[src/rtl/mem_port_arbiter.sv]
// mem_port_arbiter
//   Shares one single-port, fixed-latency memory between instruction fetch
//   (read-only) and the load/store unit (read/write with byte enables).
//   One transaction outstanding at a time; the response is registered and
//   routed back to whichever requester won arbitration.
//
// Parameters
//   LATENCY   cycles from the mem_req cycle until mem_rdata is valid (1..15)
//
// Configuration
//   MEM_PORT_ARB_RR_EN  when defined, ties alternate between requesters
//                       (first tie after reset goes to LSU); otherwise the
//                       LSU has fixed priority over fetch.
//
// Ports
//   clk, rst_n                          clock, async active-low reset
//   if_req/if_addr -> if_gnt            fetch request / same-cycle accept
//   if_rvalid/if_rdata                  fetch response (1-cycle pulse)
//   lsu_req/we/addr/wdata/be -> lsu_gnt LSU request / same-cycle accept
//   lsu_rvalid/lsu_rdata                LSU response or write-ack (rdata 0)
//   mem_req/we/addr/wdata/be            memory access strobe and fields
//   mem_rdata                           read data, LATENCY cycles after req
module mem_port_arbiter #(
  parameter int LATENCY = 1
) (
  input  logic        clk,
  input  logic        rst_n,
  input  logic        if_req,
  input  logic [31:0] if_addr,
  output logic        if_gnt,
  output logic        if_rvalid,
  output logic [31:0] if_rdata,
  input  logic        lsu_req,
  input  logic        lsu_we,
  input  logic [31:0] lsu_addr,
  input  logic [31:0] lsu_wdata,
  input  logic [3:0]  lsu_be,
  output logic        lsu_gnt,
  output logic        lsu_rvalid,
  output logic [31:0] lsu_rdata,
  output logic        mem_req,
  output logic        mem_we,
  output logic [31:0] mem_addr,
  output logic [31:0] mem_wdata,
  output logic [3:0]  mem_be,
  input  logic [31:0] mem_rdata
);

  if (LATENCY < 1 || LATENCY > 15) begin : g_bad_latency
    $error("mem_port_arbiter: LATENCY must be in 1..15");
  end

  typedef enum logic {IDLE = 1'b0, WAIT = 1'b1} state_t;

  state_t     state;
  logic [3:0] cnt;
  logic       owner;     // 0 = fetch, 1 = LSU
  logic       owner_we;  // outstanding access is an LSU write: respond with 0
  logic       pick_lsu;
  logic       issue;

  // Grants are gated by rst_n so nothing leaks out while reset is held.
  assign issue   = rst_n && (state == IDLE) && (if_req || lsu_req);
  assign lsu_gnt = issue &&  pick_lsu;
  assign if_gnt  = issue && !pick_lsu;

`ifdef MEM_PORT_ARB_RR_EN
  // last_lsu records who won the previous grant; a tie goes to the other one.
  logic last_lsu;
  assign pick_lsu = (lsu_req && if_req) ? !last_lsu : lsu_req;

  always_ff @(posedge clk or negedge rst_n) begin
    if (!rst_n)     last_lsu <= 1'b0;
    else if (issue) last_lsu <= pick_lsu;
  end
`else
  assign pick_lsu = lsu_req;
`endif

  // Memory-side fields come from the winner; all zero when idle.
  always_comb begin
    mem_req   = 1'b0;
    mem_we    = 1'b0;
    mem_addr  = '0;
    mem_wdata = '0;
    mem_be    = '0;
    if (issue) begin
      mem_req = 1'b1;
      if (pick_lsu) begin
        mem_we    = lsu_we;
        mem_addr  = lsu_addr;
        mem_wdata = lsu_wdata;
        mem_be    = lsu_be;
      end else begin
        mem_addr  = if_addr;
        mem_be    = 4'hF;
      end
    end
  end

  always_ff @(posedge clk or negedge rst_n) begin
    if (!rst_n) begin
      state      <= IDLE;
      cnt        <= '0;
      owner      <= 1'b0;
      owner_we   <= 1'b0;
      if_rvalid  <= 1'b0;
      lsu_rvalid <= 1'b0;
      if_rdata   <= '0;
      lsu_rdata  <= '0;
    end else begin
      if_rvalid  <= 1'b0;
      lsu_rvalid <= 1'b0;
      case (state)
        IDLE: begin
          if (issue) begin
            owner    <= pick_lsu;
            owner_we <= pick_lsu && lsu_we;
            cnt      <= 4'(LATENCY);
            state    <= WAIT;
          end
        end
        WAIT: begin
          cnt <= cnt - 4'd1;
          // cnt reaches 1 in the cycle mem_rdata is valid.
          if (cnt == 4'd1) begin
            state <= IDLE;
            if (owner) begin
              lsu_rvalid <= 1'b1;
              lsu_rdata  <= owner_we ? 32'h0 : mem_rdata;
            end else begin
              if_rvalid  <= 1'b1;
              if_rdata   <= mem_rdata;
            end
          end
        end
        default: state <= IDLE;
      endcase
    end
  end

endmodule
[config.mk]
export PLATFORM = sky130hd
export DESIGN_NAME = mem_port_arbiter
export DESIGN_NICKNAME = d
export VERILOG_FILES = /design/src/rtl/mem_port_arbiter.sv
export SDC_FILE = /design/constraint.sdc
export NUM_CORES = 1
export LEC_CHECK = 0
export CORE_ASPECT_RATIO = 0.7
export CORE_MARGIN = 3
export CORE_UTILIZATION = 30
export CTS_BUF_LIST = sky130_fd_sc_hd__clkbuf_2
export CTS_CLUSTER_DIAMETER = 30
export DETAILED_ROUTE_END_ITERATION = 10
export PLACE_DENSITY = 0.74
export RECOVER_POWER = 25
export REMOVE_ABC_BUFFERS = 1
export SKIP_LAST_GASP = 1
export SLEW_MARGIN = 20
export SYNTH_ARGS = -nofsm -noshare
export SYNTH_HDL_FRONTEND = slang
export SYNTH_SLANG_ARGS = --single-unit
[constraint.sdc]
create_clock -name clk -period 1.5 [get_ports clk]
set_input_delay 0.3 -clock clk [delete_from_list [all_inputs] [get_ports clk]]
set_output_delay 0.3 -clock clk [all_outputs]
set_load 0.05 [all_outputs]
==> key figures <==
Run status
  • Status: finished, violations left
  • Failing checks: negative setup slack

Power
  • Maximum vdd ir drop: 0.001206 V
  • Leakage: 4.370 nW
  • PwrDens: 1938 nW/um2
  • Total Power: 18.61 mW

Route
  • Routed wire per std cell: 20.00 um
  • Vias per cell: 4.526
  • Drt drc: 0
  • Drt first-iter violations: 123
  • DR vias: 3806
  • WL final: 16820 um
  • TritonRoute pass-1 iters: 4
  • Routed Antenna Nets: 0

Final layout
  • Fraction of layout cells with a size suffix above 1: 55.23%
  • Finished Layout Cells: 841
  • Antenna Cells: 0
  • Total Nets Final: 813
  • Post-route cell area: 9600 um2
  • Area growth from synthesis to layout: 139.7%
  • Final Util: 75.48%

STA
  • FMAX: 452.8 MHz
  • Endpoints failing setup: 138
  • Worst slew pin tran: 0.8630 ns
  • RSZ-0062 raised after global routing: yes
  • Clock skew: 0.03203 ns
  • Relative slew slack: 42.47%
  • PnR worst setup slack: -0.7084 ns
  • Slew Viols, Final: 0
  • Crit path time final: 2.208 ns
  • Final Hold Fails: 0
  • Setup_tns: -64.10 ns
  • Fin crit share: 147.2%
  • WHS: 0.1610 ns

Clock tree
  • CTS Sinks: 73
  • Clk_lat worst skew: 0.52 ns
  • CTS Buffer Depth: 2
  • CTS tree: done
  • Reg clk slew, reported paths: 0.21 ns
  • Htree depth: 3
  • Num CTS Buffers: 9
  • Clock Tree Root: clkbuf_2

Yosys
  • Synth Warn #: 0
  • EDFF count, synth: 0
  • Area contributors post-synth: dfrtp_1, mux2_4, mux2i_1
  • Largest family of logic cells by synthesized area: multiplexers
  • FF+latch count, synth: 73
  • Mux share of post-synthesis cell area: 31.43%
  • Compound-gate portion of the synthesized area: 1.937%
  • Synth Instances: 322
  • Top cell type's share of synthesized area: 45.61%
  • Post-Syn Area per Cell: 12.44 um2
  • Synth Area in Adders: 0.6248%
  • XOR/XNOR share of the synthesized area: 0.2187%
  • Cell taking the most area after synthesis: dfrtp_1
  • Synth Flop Type: dfrtp_1
  • Synth Area in Simple Gates: 15.43%
  • Post-Syn Area: 4005 um2
  • Share of synthesized registers carrying an async set or reset: 100.0%
  • Synth cell types: 30
  • Register area share after synthesis: 45.61%

Die
  • Die width: 144.1 um
  • FP Rows: 34
  • DIE HEIGHT: 102.7 um
  • Core area: 12720 um2
  • Total die area: 14790 um2
  • I/O pins: 275
  • Initial Utilization: 31.49%

Critical path
  • CP max stage delay: 0.43 ns
  • Crit. End Element: primary output
  • WP data arrival: 1.91 ns
  • Crit-path cells: buf_6 -> and3b_2 -> buf_12 -> and2_1 -> buf_12
  • Kind of launch point of the worst setup path: register
  • Worst path most repeated cell: buf_12
  • Worst path slowest cell: dfrtp_1
  • CP required: 1.20 ns
  • CP max FO: 9
  • Flop2flop setup slack: -0.30 ns
  • WS Path Type: register to primary output

Global route
  • Largest net degree at the start of global routing: 64
  • First-pass GRT wire length: 23410 um
  • Vias in the first global route: 4166
  • GRT Total Usage: 20.56%
  • Initial antenna violation count: 0
  • Grt total ovfl: 0

Placed design
  • Cells after DPL: 767
  • DP HPWL: 11910 um
  • GPL Wtd Cong: 0.7463
  • IO buf count: 274
  • Area after DPL: 8446 um2
  • Setup WS pre-CTS: -0.5296 ns

Run
  • Max_cap viols: 0

Hold path
  • Hold crit path type: input pin to register
==> registers in the layout (all words and copies together), names as in the netlist <==
register	flops
cnt	4
if_rdata	32
lsu_rvalid	1
state	1
owner	1
lsu_rdata	32
if_rvalid	1
owner_we	1
==> layer usage <==
layer | GRT usage (%) | up-vias | share of wire [%]
met4 | 4.559 | 0 | 0.89
met5 | 0 | - | 0
li1 | - | 1782 | -
met2 | 35.17 | 136 | 53
met3 | 5.610 | 12 | 5.7
met1 | 26.25 | 1876 | 40
==> layout by cell type, fill, tap and decap left out, types with 2 or more instances in the layout <==
| master | count |
|---|---|
| mux2_4 | 61 |
| nor2_1 | 4 |
| buf_4 | 55 |
| clkbuf_4 | 2 |
| clkbuf_2 | 10 |
| nor3b_4 | 2 |
| a21o_2 | 2 |
| buf_6 | 11 |
| inv_1 | 4 |
| and2_1 | 7 |
| dfrtp_1 | 73 |
| buf_8 | 2 |
| clkdlybuf4s50_1 | 134 |
| mux2i_1 | 32 |
| nor2_2 | 4 |
| mux2_2 | 3 |
| nor2_4 | 28 |
| a21o_1 | 3 |
| and2_4 | 26 |
| clkbuf_16 | 7 |
| buf_12 | 146 |
| clkinvlp_4 | 2 |
| o21ai_0 | 3 |
| a21oi_1 | 2 |
| nor2b_1 | 32 |
==> layout make-up <==
type / count / area (um2)
clock buffers: 10 / 50.05
clock inverters: 6 / 66.31
fillers: 783 / 3119
inverters: 6 / 35.03
multi-input cells: 222 / 2342
flip-flops and latches: 73 / 1827
well taps: 162 / 202.7
repair buffers: 362 / 5077
==> worst max-delay path: cells and delay by family (launching register included) <==
kind	cells	cell delay, ns
AND/OR/NAND/NOR	2	0.55
buffers and inverters	3	0.44
flip-flops	1	0.43
==> cell usage after synthesis, types with 2 or more instances <==
cell type / instances
dfrtp_1: 73
mux2_4: 58
nor2_1: 36
and2_1: 33
mux2i_1: 32
nor2b_1: 32
buf_2: 8
clkbuf_1: 6
mux2_2: 6
inv_1: 5
buf_6: 4
o21ai_0: 4
a21o_1: 3
buf_12: 3
a21o_2: 2
a21oi_1: 2
ha_1: 2
==> final timing paths <==
| path | from | cells after the start | end |
|---|---|---|---|
| worst max-delay path | state | 5 | mem_wdata[21] |
| worst max register to register | cnt[1] | 7 | if_rdata[11] |
| min in group asynchronous | rst_n | 3 | lsu_rdata[27] |
| worst min register to register | lsu_rdata[18] | 1 | lsu_rdata[18] |
| max in group asynchronous | rst_n | 5 | cnt[2] |
| worst min-delay path | rst_n | 4 | cnt[3] |
==> what timing repair did <==
action / in CTS / in global routing
setup buffers: 30 / 19
pin swaps: 4 / 42
cloned: 5 / 9
gates resized for setup: 71 / 69
setup endpoints to repair: 193 / 205
hold endpoints to repair: 73 / 10
hold buffers: 1 / 1
==> power by group <==
group	internal, mW	total (mW)	switching, mW
combinational	7.32	13.5	6.21
clock	0.394	1.14	0.749
sequential	2.89	3.94	1.04
==> cells by family (layout without fill, tap and decap cells) <==
family / Yosys count / after routing
adder cells (fa/ha/maj): 2 / 2
buffers and inverters: 27 / 384
AND/OR/NAND/NOR: 111 / 111
XOR/XNOR: 1 / 1
flip-flops: 73 / 73
multiplexers: 96 / 96
AO/OA/AOI/OAI: 12 / 12
Power figures use the tool's default switching activity.
